<file path="src/rtl/trigger_conditioner.sv">
// Conditions the raw 100 Hz machine trigger: synchronises it, rejects glitches, locks onto
// the nominal period and flywheels over missing triggers before handing off to pulse_id_gen.
module trigger_conditioner #(
  parameter int NOMINAL_PERIOD = 800000,
  parameter int TOLERANCE      = 800,
  parameter int HOLDOFF        = 8000,
  parameter int LOCK_COUNT     = 4,
  parameter int MAX_MISS       = 3
) (
  input  logic        clk_80_Mhz,
  input  logic        reset,
  input  logic        trigger_i,
  input  logic        inhibit_i,
  output logic        trigger_o,
  output logic        locked_o,
  output logic        missing_o,
  output logic [23:0] period_o,
  output logic [15:0] error_count_o
);

  typedef enum logic [1:0] {SEARCH, TRACK, LOCKED, FLYWHEEL} state_t;

  localparam logic [24:0] WIN_LO   = 25'(NOMINAL_PERIOD - TOLERANCE);
  localparam logic [24:0] WIN_HI   = 25'(NOMINAL_PERIOD + TOLERANCE);
  localparam logic [24:0] HOLD     = 25'(HOLDOFF);
  localparam logic [23:0] CNT_TOL  = 24'(TOLERANCE);
  localparam logic [7:0]  LOCK_N   = 8'(LOCK_COUNT);
  localparam logic [7:0]  MISS_MAX = 8'(MAX_MISS);

  state_t      state_q, state_d;
  logic        trigSync1_q, trigSync2_q, trigSync3_q;
  logic        inhSync1_q, inhSync2_q;
  logic [23:0] cnt_q, cnt_d;
  logic [7:0]  good_q, good_d;
  logic [7:0]  miss_q, miss_d;
  logic [23:0] period_q, period_d;
  logic [15:0] errCount_q, errCount_d;
  logic        trigger_q, trigger_d;
  logic        missing_q, missing_d;

  logic        edgeDet, afterHold, inWin, winClose, fire, errInc;
  logic [24:0] p;
  logic [23:0] pSat;

  // p is kept one bit wider so a saturated counter never wraps into the holdoff range
  assign p         = {1'b0, cnt_q} + 25'd1;
  assign pSat      = p[24] ? '1 : p[23:0];
  assign edgeDet   = trigSync2_q & ~trigSync3_q;
  assign afterHold = p > HOLD;
  assign inWin     = (p >= WIN_LO) && (p <= WIN_HI);
  assign winClose  = (p == WIN_HI) && !edgeDet;

  always_comb begin
    state_d   = state_q;
    cnt_d     = (cnt_q == '1) ? cnt_q : cnt_q + 24'd1;
    good_d    = good_q;
    miss_d    = miss_q;
    period_d  = period_q;
    missing_d = 1'b0;
    fire      = 1'b0;
    errInc    = 1'b0;
    unique case (state_q)
      SEARCH: begin
        if (edgeDet) begin
          state_d = TRACK;
          good_d  = '0;
          miss_d  = '0;
          cnt_d   = '0;
        end
      end
      TRACK: begin
        if (edgeDet) begin
          if (!afterHold) begin
            errInc = 1'b1;
          end else begin
            cnt_d    = '0;
            period_d = pSat;
            if (inWin && (good_q + 8'd1 == LOCK_N)) begin
              state_d = LOCKED;
              good_d  = '0;
              fire    = 1'b1;
            end else if (inWin) begin
              good_d = good_q + 8'd1;
            end else begin
              good_d = '0;
            end
          end
        end else if (winClose) begin
          state_d = SEARCH;
          good_d  = '0;
        end
      end
      LOCKED, FLYWHEEL: begin
        if (edgeDet) begin
          if (!afterHold) begin
            errInc = 1'b1;
          end else begin
            cnt_d    = '0;
            period_d = pSat;
            miss_d   = '0;
            if (inWin) begin
              state_d = LOCKED;
              fire    = 1'b1;
            end else begin
              state_d = TRACK;
              good_d  = '0;
              errInc  = 1'b1;
            end
          end
        end else if (winClose) begin
          // Reloading with TOLERANCE keeps the synthetic schedule on the nominal grid
          if (state_q == LOCKED || miss_q < MISS_MAX) begin
            state_d   = FLYWHEEL;
            fire      = 1'b1;
            missing_d = 1'b1;
            errInc    = 1'b1;
            miss_d    = miss_q + 8'd1;
            cnt_d     = CNT_TOL;
          end else begin
            state_d = SEARCH;
            miss_d  = '0;
          end
        end
      end
      default: state_d = SEARCH;
    endcase
    trigger_d  = fire & ~inhSync2_q;
    errCount_d = (errInc && errCount_q != 16'hFFFF) ? errCount_q + 16'd1 : errCount_q;
  end

  always_ff @(posedge clk_80_Mhz) begin
    if (reset) begin
      state_q     <= SEARCH;
      trigSync1_q <= 1'b0;
      trigSync2_q <= 1'b0;
      trigSync3_q <= 1'b0;
      inhSync1_q  <= 1'b0;
      inhSync2_q  <= 1'b0;
      cnt_q       <= '0;
      good_q      <= '0;
      miss_q      <= '0;
      period_q    <= '0;
      errCount_q  <= '0;
      trigger_q   <= 1'b0;
      missing_q   <= 1'b0;
    end else begin
      state_q     <= state_d;
      trigSync1_q <= trigger_i;
      trigSync2_q <= trigSync1_q;
      trigSync3_q <= trigSync2_q;
      inhSync1_q  <= inhibit_i;
      inhSync2_q  <= inhSync1_q;
      cnt_q       <= cnt_d;
      good_q      <= good_d;
      miss_q      <= miss_d;
      period_q    <= period_d;
      errCount_q  <= errCount_d;
      trigger_q   <= trigger_d;
      missing_q   <= missing_d;
    end
  end

  assign trigger_o     = trigger_q;
  assign missing_o     = missing_q;
  assign locked_o      = (state_q == LOCKED) || (state_q == FLYWHEEL);
  assign period_o      = period_q;
  assign error_count_o = errCount_q;

endmodule

</file>
<file path="config.mk">
export PLATFORM = sky130hd
export DESIGN_NAME = trigger_conditioner
export DESIGN_NICKNAME = d
export VERILOG_FILES = /design/src/rtl/trigger_conditioner.sv
export SDC_FILE = /design/constraint.sdc
export NUM_CORES = 1
export LEC_CHECK = 0
export CAP_MARGIN = 25
export CORE_MARGIN = 4
export CORE_UTILIZATION = 35
export CTS_BUF_LIST = sky130_fd_sc_hd__clkbuf_16
export DETAILED_ROUTE_END_ITERATION = 16
export PLACE_DENSITY = 0.54
export SLEW_MARGIN = 25
export SYNTH_ARGS = -nofsm -noshare
export SYNTH_HDL_FRONTEND = slang
export SYNTH_SLANG_ARGS = --single-unit
</file>
<file path="constraint.sdc">
create_clock -name clk_80_Mhz -period 4.9 [get_ports clk_80_Mhz]
set_clock_uncertainty 0.1 [all_clocks]
set_input_delay 0.98 -clock clk_80_Mhz [delete_from_list [all_inputs] [get_ports clk_80_Mhz]]
set_output_delay 0.98 -clock clk_80_Mhz [all_outputs]
set_load 0.02 [all_outputs]
</file>
======== Yosys cells after proc, flatten, opt, wreduce, memory -nomap -nowiden ========
Cells that the tools add are included.
storage, ports and cells
  flip-flop bits (word level) ............. 89
  bits of input ports ..................... 4
  output and inout bits ................... 43
  word-level logic and storage cells ...... 109
operators by class
  add/sub/neg operators ................... 5
  $lt $le $gt $ge ......................... 4
  equal/unequal tests ..................... 16
  mux-type cells .......................... 50
  bitwise operators ....................... 5
  reductions and logical operators ........ 16
operator list
  cell                   count
  $mux 24                8
  $mux 8                 13
  $pmux 24 s3            1
  $add 24x1->25 const B  1
  $eq 25x20->1 const B   1
  $ge 25x20->1 const B   1
  $gt 25x13->1 const B   1
  $le 25x20->1 const B   1
  $add 24x1->24 const B  1
  $eq 24x24->1 const B   1
  $pmux 8 s3             1
  $mux 2                 10
  $add 16x1->16 const B  1
  $add 8x1->8 const B    2
  $ne 16x16->1 const B   1
  $pmux 8 s2             1
  $ne 3x3->1 const B     5
  $mux 1                 13
  $reduce_and 6->1       2
  $eq 8x3->1 const B     1
  $lt 8x2->1 const B     1
  $ne 2x2->1 const B     4
  $pmux 2 s3             1
  $reduce_or 3->1        2
  other kinds (13)       22

======== Depth between registers and ports, before layout ========
  depth in word-level cells ............... 9
  mapped depth ............................ 14
  depth with buffers taken out ............ 10

======== Least setup slack after synthesis ========
Ideal clock, no wire load.
  kind .................................... reg-to-reg
  start ................................... register cnt_q[1]
  end ..................................... register errCount_q[8], in the netlist error_count_o[8]
  library setup time ...................... 71 ps
  arrival time ............................ 3285 ps
  required time ........................... 4729 ps
  path slack .............................. 1444 ps
  cell stages (with the launch flop) ...... 13
  buffers on the path ..................... 2
  clock period less this slack ............ 3456 ps
  cell sequence ........................... dfxtp_1 > ha_1 > clkbuf_1 > nand3_1 > nor4_2 > mux2i_1 > a31oi_1 > nor3_2 > nand3_2 > o211a_4 > buf_6 > or4_1 > a21oi_1
between the ends
  cells in the longest elaborated chain, start to end .. 8
  elaborated cells between the ends (all ways) .. 15
  those cells by class .................... 1 x add/sub; 3 x order compare; 1 x eq/ne; 7 x mux; 3 x reduce/logical
ends and longest elaborated chain
  element                                              RTL line  RTL
  start: declaration                                   33        logic [23:0] cnt_q, cnt_d;
  start signal: assignment                             153       cnt_q <= cnt_d;
  $add 24x1->25 *                                      46        assign p = {1'b0, cnt_q} + 25'd1;
  $ge 25x20->1 / $le 25x20->1 (equally long branches)  50        assign inWin = (p >= WIN_LO) && (p <= WIN_HI);
  $logic_and 1x1->1                                    50
  $mux 1                                               101       if (inWin) begin
  $mux 1                                               95        if (!afterHold) begin
  $mux 1                                               94        if (edgeDet) begin
  $pmux 1 s2 *                                         62        unique case (state_q)
  $logic_and 1x1->1 *                                  128       errCount_d = (errInc && errCount_q != 16'hFFFF) ? errCount_q + 16'd1 : errCount_q;
  end signal: assignment                               157       errCount_q <= errCount_d;
  end: declaration                                     37        logic [15:0] errCount_q, errCount_d;
Every way passes the cells marked *; elsewhere a longest branch is shown, timed or not.
A chain may end at the register's enable or synchronous reset.

======== Worst setup path in the final report ========
  start ................................... register cnt_q[0]
  end ..................................... register errCount_q[3], in the netlist error_count_o[3]
Same word-level chain as after synthesis.

==> flow_summary.json <==
{
  "syn_nets": 623,
  "min-delay-start": "inhSync2_q",
  "area_growth_pct": 16.2,
  "critPathMaxStageDelay_ns": 0.54,
  "drive_above_1_share": 0.0661,
  "reg2reg_slack_ns": 0.91,
  "clockPowerShare": 0.440,
  "routedWlPerCell_um": 15.8,
  "cts_buffers": 9,
  "postSynthCellCount": 613,
  "ff_latch_area_mm2": 0.00178,
  "via_count": 4575,
  "p_leak_uw": 0.00180,
  "drtPass1Iterations": 5,
  "reg2reg_from": "cnt_q[0]",
  "p_switching_uw": 333,
  "fillCellCount": 1374,
  "dp.cells": 797,
  "fp.dieW_um": 126,
  "grt_pass1_vias": 4275,
  "powerDensity_mw_per_mm2": 250,
  "post-route-period-util": 0.813,
  "endpoint_kind": "flop",
  "grt_overflow": 0,
  "pin_count": 47,
  "setup_tns_ns": 0,
  "grt.total_usage": 0.165,
  "numClockSinks": 89,
  "finalWorstPathRequiredPeriod_ns": 3.99,
  "hold_violations": 0,
  "timing.slew.headroom": 0.324,
  "start_util": 0.362,
  "share_comb_of_total_power": 0.037,
  "crit_chain": "ha_1 > nand3_1 > nor4_2 > mux2i_1 > a31oi_1 > nor3_2 > nand3_2 > o211a_4 > or4_1 > a21oi_1",
  "synth_cell_types": 68,
  "dpl.hpwl_um": 9110,
  "cts_root_buf": "clkbuf_16",
  "synth_top_cell_by_area": "dfxtp_1",
  "fin_ws_ns": 0.914,
  "fin_nets": 642,
  "yosysWarnings": 0,
  "power_uw": 1410,
  "cts.clk_slew.worst_paths_ns": 0.06,
  "rr_worst_depth": 10,
  "crit_arrival_ns": 4.17,
  "worstMarginPinSlew_ns": 1.01,
  "holdPathStages": 1,
  "cp-start-kind": "flop",
  "min_to": "trigger_o",
  "final_cells": 811,
  "syn_area_mm2": 0.00486,
  "grt_pass1_wl_um": 21700,
  "drt_iter0_drc": 204,
  "ys_top_cells_by_count": "dfxtp_1, nor2_1, nand2_1, a21oi_1, nand3_1",
  "core-area_mm2": 0.0134,
  "die_h_um": 126,
  "cts_tree": "yes",
  "drc": 0,
  "cp_max_fo": 27,
  "vdd_drop_max_mv": 0.145,
  "cts_setup_buffers": 0,
  "ctsHoldBuffers": 0,
  "ys_async_sr_fraction": 0,
  "internal_power_uw": 1080,
  "cp_num_buf_inv": 0,
  "crit_type": "reg2reg",
  "finalSetupViolCount": 0,
  "outcome": "complete, no violations",
  "antenna_cells": 0,
  "cts_resized": 0,
  "multi_input_area_mm2": 0.00283,
  "rsz0062_at_grt": "false",
  "synthFlopType": "dfxtp_1",
  "sw_frac_of_total": 0.236,
  "min_path_type": "reg2reg",
  "place_ws_ns": 0.923,
  "io_buffer_count": 46,
  "antenna_found_initial": 0,
  "cp.required_ns": 5.08,
  "dieArea_mm2": 0.0158,
  "viasPerCell": 5.64,
  "drv_slew": 0,
  "grt_max_degree": 42,
  "insertion_delay_ns": 0.35,
  "cp_top_family": "simple AND/OR/NAND/NOR gates",
  "wirelength_um": 12800,
  "clock.fmax_mhz": 251,
  "postRouteAntennaNets": 0,
  "ys_ff_latch": 89,
  "whs_ns": 0.326,
  "place_congestion": 0.902,
  "synth_area_leaders": "dfxtp_1, nor2_1, a21oi_1",
  "core.rowCount": 42,
  "netlist.area_leader.share": 0.367,
  "sequentialPowerShare": 0.523,
  "ys_seq_area_frac": 0.367,
  "cpMaxStageDelayCell": "or4_1",
  "synth-edff-count": 0,
  "clockBufferDepth": 2,
  "cap_violations": 0,
  "syn_avg_cell_area_um2": 7.92,
  "r2r_end": "error_count_o[3]",
  "cts_htree_levels": 3,
  "cp-startpoint": "cnt_q[0]",
  "synth.most_common_cell": "dfxtp_1"
}
==> layout make-up <==
class	count	area share
clock buffers	9	0.0399
flip-flops and latches	89	0.316
inverters	15	0.00998
repair buffers	53	0.0900
clock inverters	5	0.00443
well taps	176	0.0390
multi-input cells	464	0.501
==> layer usage <==
layer	GRT usage	routed length (um)	part of all wire
met4	0.0751	292	0.023
met1	0.233	6300	0.49
met5	0	0	0
met3	0.0296	630	0.049
met2	0.247	5630	0.44
==> worst max path at each step <==
stage                       endpoint  slack, ns  depth (start not counted)
global route        error_count_o[9]       0.55                          9
detailed placement  error_count_o[9]       0.92                         10
global placement    error_count_o[8]       1.08                         10
finish              error_count_o[3]       0.91                         10
floorplan           error_count_o[8]       1.44                         12
CTS                 error_count_o[9]       0.91                         10
==> worst reg2reg max path, stage by stage (launching register included) <==
cell and delay [ns]:
dfxtp_1 0.51, ha_1 0.38, nand3_1 0.30, nor4_2 0.44, mux2i_1 0.23, a31oi_1 0.14, nor3_2 0.51, nand3_2 0.29
o211a_4 0.32, or4_1 0.54, a21oi_1 0.15
==> cells in the final DEF, fill, tap and decap left out, drive strengths merged, types with 6 or more instances in the layout <==
| cell | Yosys | routed |
|---|---|---|
| a21oi | 39 | 39 |
| nand2b | 7 | 7 |
| nand2 | 50 | 50 |
| buf | 15 | 8 |
| o21ai | 23 | 23 |
| mux2i | 8 | 8 |
| nand3 | 40 | 40 |
| o31ai | 12 | 12 |
| a311oi | 10 | 10 |
| and3 | 12 | 12 |
| ha | 6 | 6 |
| clkdlybuf4s50 | 0 | 45 |
| clkbuf | 30 | 9 |
| dfxtp | 89 | 89 |
| nor4 | 12 | 12 |
| or4 | 16 | 16 |
| nor3 | 13 | 13 |
| nor2 | 82 | 82 |
| a31oi | 10 | 10 |
| inv | 15 | 15 |
| xnor2 | 14 | 14 |
| or3 | 8 | 8 |
| and2 | 6 | 6 |
| a211oi | 13 | 13 |
| nor2b | 10 | 10 |
| nand4 | 10 | 10 |
==> power by group through the flow <==
stage	clock, uW	sequential (uW)	combinational [uW]
after detailed placement	0	754	52.2
after global placement	0	754	51.7
final	621	738	51.9
after floorplan	0	750	41.1
after CTS	641	738	52.4
after global routing	672	739	59.3
==> state kept, by name (all words and copies together), names as in the netlist <==
name	count
error_count_o	16
missing_o	1
period_o	24
trigSync3_q	1
miss_q	8
inhSync1_q	1
trigSync1_q	1
state_q	2
cnt_q	24
inhSync2_q	1
trigger_o	1
trigSync2_q	1
good_q	8
==> cell families after synthesis <==
family          count (synthesis)  synth area share
fa+ha+maj                       6            0.0155
compound gates                143             0.198
simple gates                  284             0.307
buf+inv                        60            0.0518
mux                            13            0.0281
flops                          89             0.367
xor+xnor                       18            0.0325
==> per-stage QoR <==
stage | utilization | area [um^2]
global placement | 0.403 | 5390
floorplan | - | 4860
detailed placement | 0.403 | 5390
finish | 0.421 | 5640
global route | 0.421 | 5640
CTS | 0.421 | 5640
No activity file was read; power rests on OpenSTA's default activity.
==> RTL change, RTL diff (same flow settings) <==
The output `missing_o` loses its register stage (`missing_q` becomes a continuous assignment).
--- a/src/rtl/trigger_conditioner.sv
+++ b/src/rtl/trigger_conditioner.sv
@@ -144,3 +144,2 @@
       trigger_q   <= 1'b0;
-      missing_q   <= 1'b0;
     end else begin
@@ -158,5 +157,6 @@
       trigger_q   <= trigger_d;
-      missing_q   <= missing_d;
     end
   end
+
+  assign missing_q = missing_d;
 
Function: same outputs for any inputs over 10 cycles, from zero or initial values and one cycle with reset high; that may be too few to reach the edited logic, so the function may still have changed.
==> RTL change against the original RTL <==
Sequential share of layout area is 0.69 points higher. Synthesized cell count is 6.4% lower. Worst setup slack worse by 0.63 ns. First-iteration DRC count is 29% higher. Synthesized area is 4.6% lower. Final area is 3.2% lower. Sequential cell count is 1 lower. Power is 1.6% higher. Critical path depth is 3 lower. Via count is 9.5% lower. Maximum frequency is 14% lower. Routed wire length is 11% lower. Critical path type is now flip-flop to primary output. Critical endpoint is now missing_o. Highest routed layer unchanged.
==> RTL change: results (changes against the original RTL) <==
[cells_and_area]
buffers=49  ; -7.5%
clk_share=0.0525  ; +0.00813
seq-cell-share=0.323  ; +0.00689
multi_input_cells=437  ; -5.8%
inv_count=11  ; -4
nonClkBufAreaFrac=0.0875  ; -0.00249
multiInputGateArea_um2=2680  ; -5.3%
drive_gt1_frac=0.0583  ; -0.00781
nFlopsAndLatches=88  ; -1.1%

[place]
pre_cts_ws_ns=0.631  ; -0.292 ns
dp_hpwl_um=8040  ; -12%
dpl_cell_area_um2=5170  ; -4.2%
dp_cells=757  ; -5.0%

[status]
status=finished, final reports clean

[grt]
grt_use_met1=0.223  ; -0.00946
grtUsageTotal=0.157  ; -0.00837
use_met2=0.231  ; -0.0154
grt_pass1_wl_um=19000  ; -13%
use_met3=0.0288  ; -0.000816

[worst_setup_path]
cp_max_fo=13  ; -52%
r2r_end=cnt_q[19]

[timing]
tightestPinTransition_ns=0.875  ; -0.132 ns

[synth]
synth_nets=584  ; -6.3%
synth_compound_area_frac=0.187  ; -0.0107
synthDistinctLibCells=59  ; -13%
synth_area_per_cell_um2=8.07  ; +1.9%
netlist.area_leader.share=0.380  ; +0.0134
synth.area.top_cells=dfxtp_1 38%, nor2_1 6.5%, nand2_1 3.6%
synth-seq-area-share=0.380  ; +0.0134

[power]
p_sw_uw=315  ; -5.5%
leakagePower_nw=1.89  ; +5.2%
power_mw=1.43  ; +1.6%
peakVddDrop_mv=0.114  ; -21%
pg_seq_uw=724  ; -2%

[routing]
wl_met1_um=5890  ; -6.5%
dr.first_iter.drc_count=263  ; +29%
wirelength_um=11400  ; -11%
num_vias=4142  ; -9.5%
wl_met2_um=4900  ; -13%

==> RTL change: cell types whose count changed after synthesis, moves of 5 or more <==
| cell | change |
|---|---|
| xor2_1 | +9 |
| nand3_1 | -8 |
| or4_1 | -8 |
| a21oi_1 | -7 |
| a31oi_1 | -6 |
| clkbuf_1 | -6 |
| nand2_1 | -6 |
| mux2i_1 | -5 |
| or3_1 | +5 |
==> RTL change: how the worst max path moves through the flow <==
stage / from / endpoint / slack, ns
5_1_grt: cnt_q[2] / missing_o / 0.07
4_1_cts: cnt_q[0] / missing_o / 0.27
3_3_place_gp: cnt_q[2] / missing_o / 0.71
2_1_floorplan: cnt_q[0] / missing_o / 1.57
6_report: cnt_q[2] / missing_o / 0.28
3_5_place_dp: cnt_q[0] / missing_o / 0.63
==> RTL change: worst max-delay path, cell delays in order, from the launching register on <==
cell and delay (ns):
dfxtp_1 0.48, nand3_1 0.49, nor4_1 0.43, xor2_1 0.16, a211oi_2 0.38, nand4_2 0.24, nor3_4 0.31, clkdlybuf4s50_1 0.69
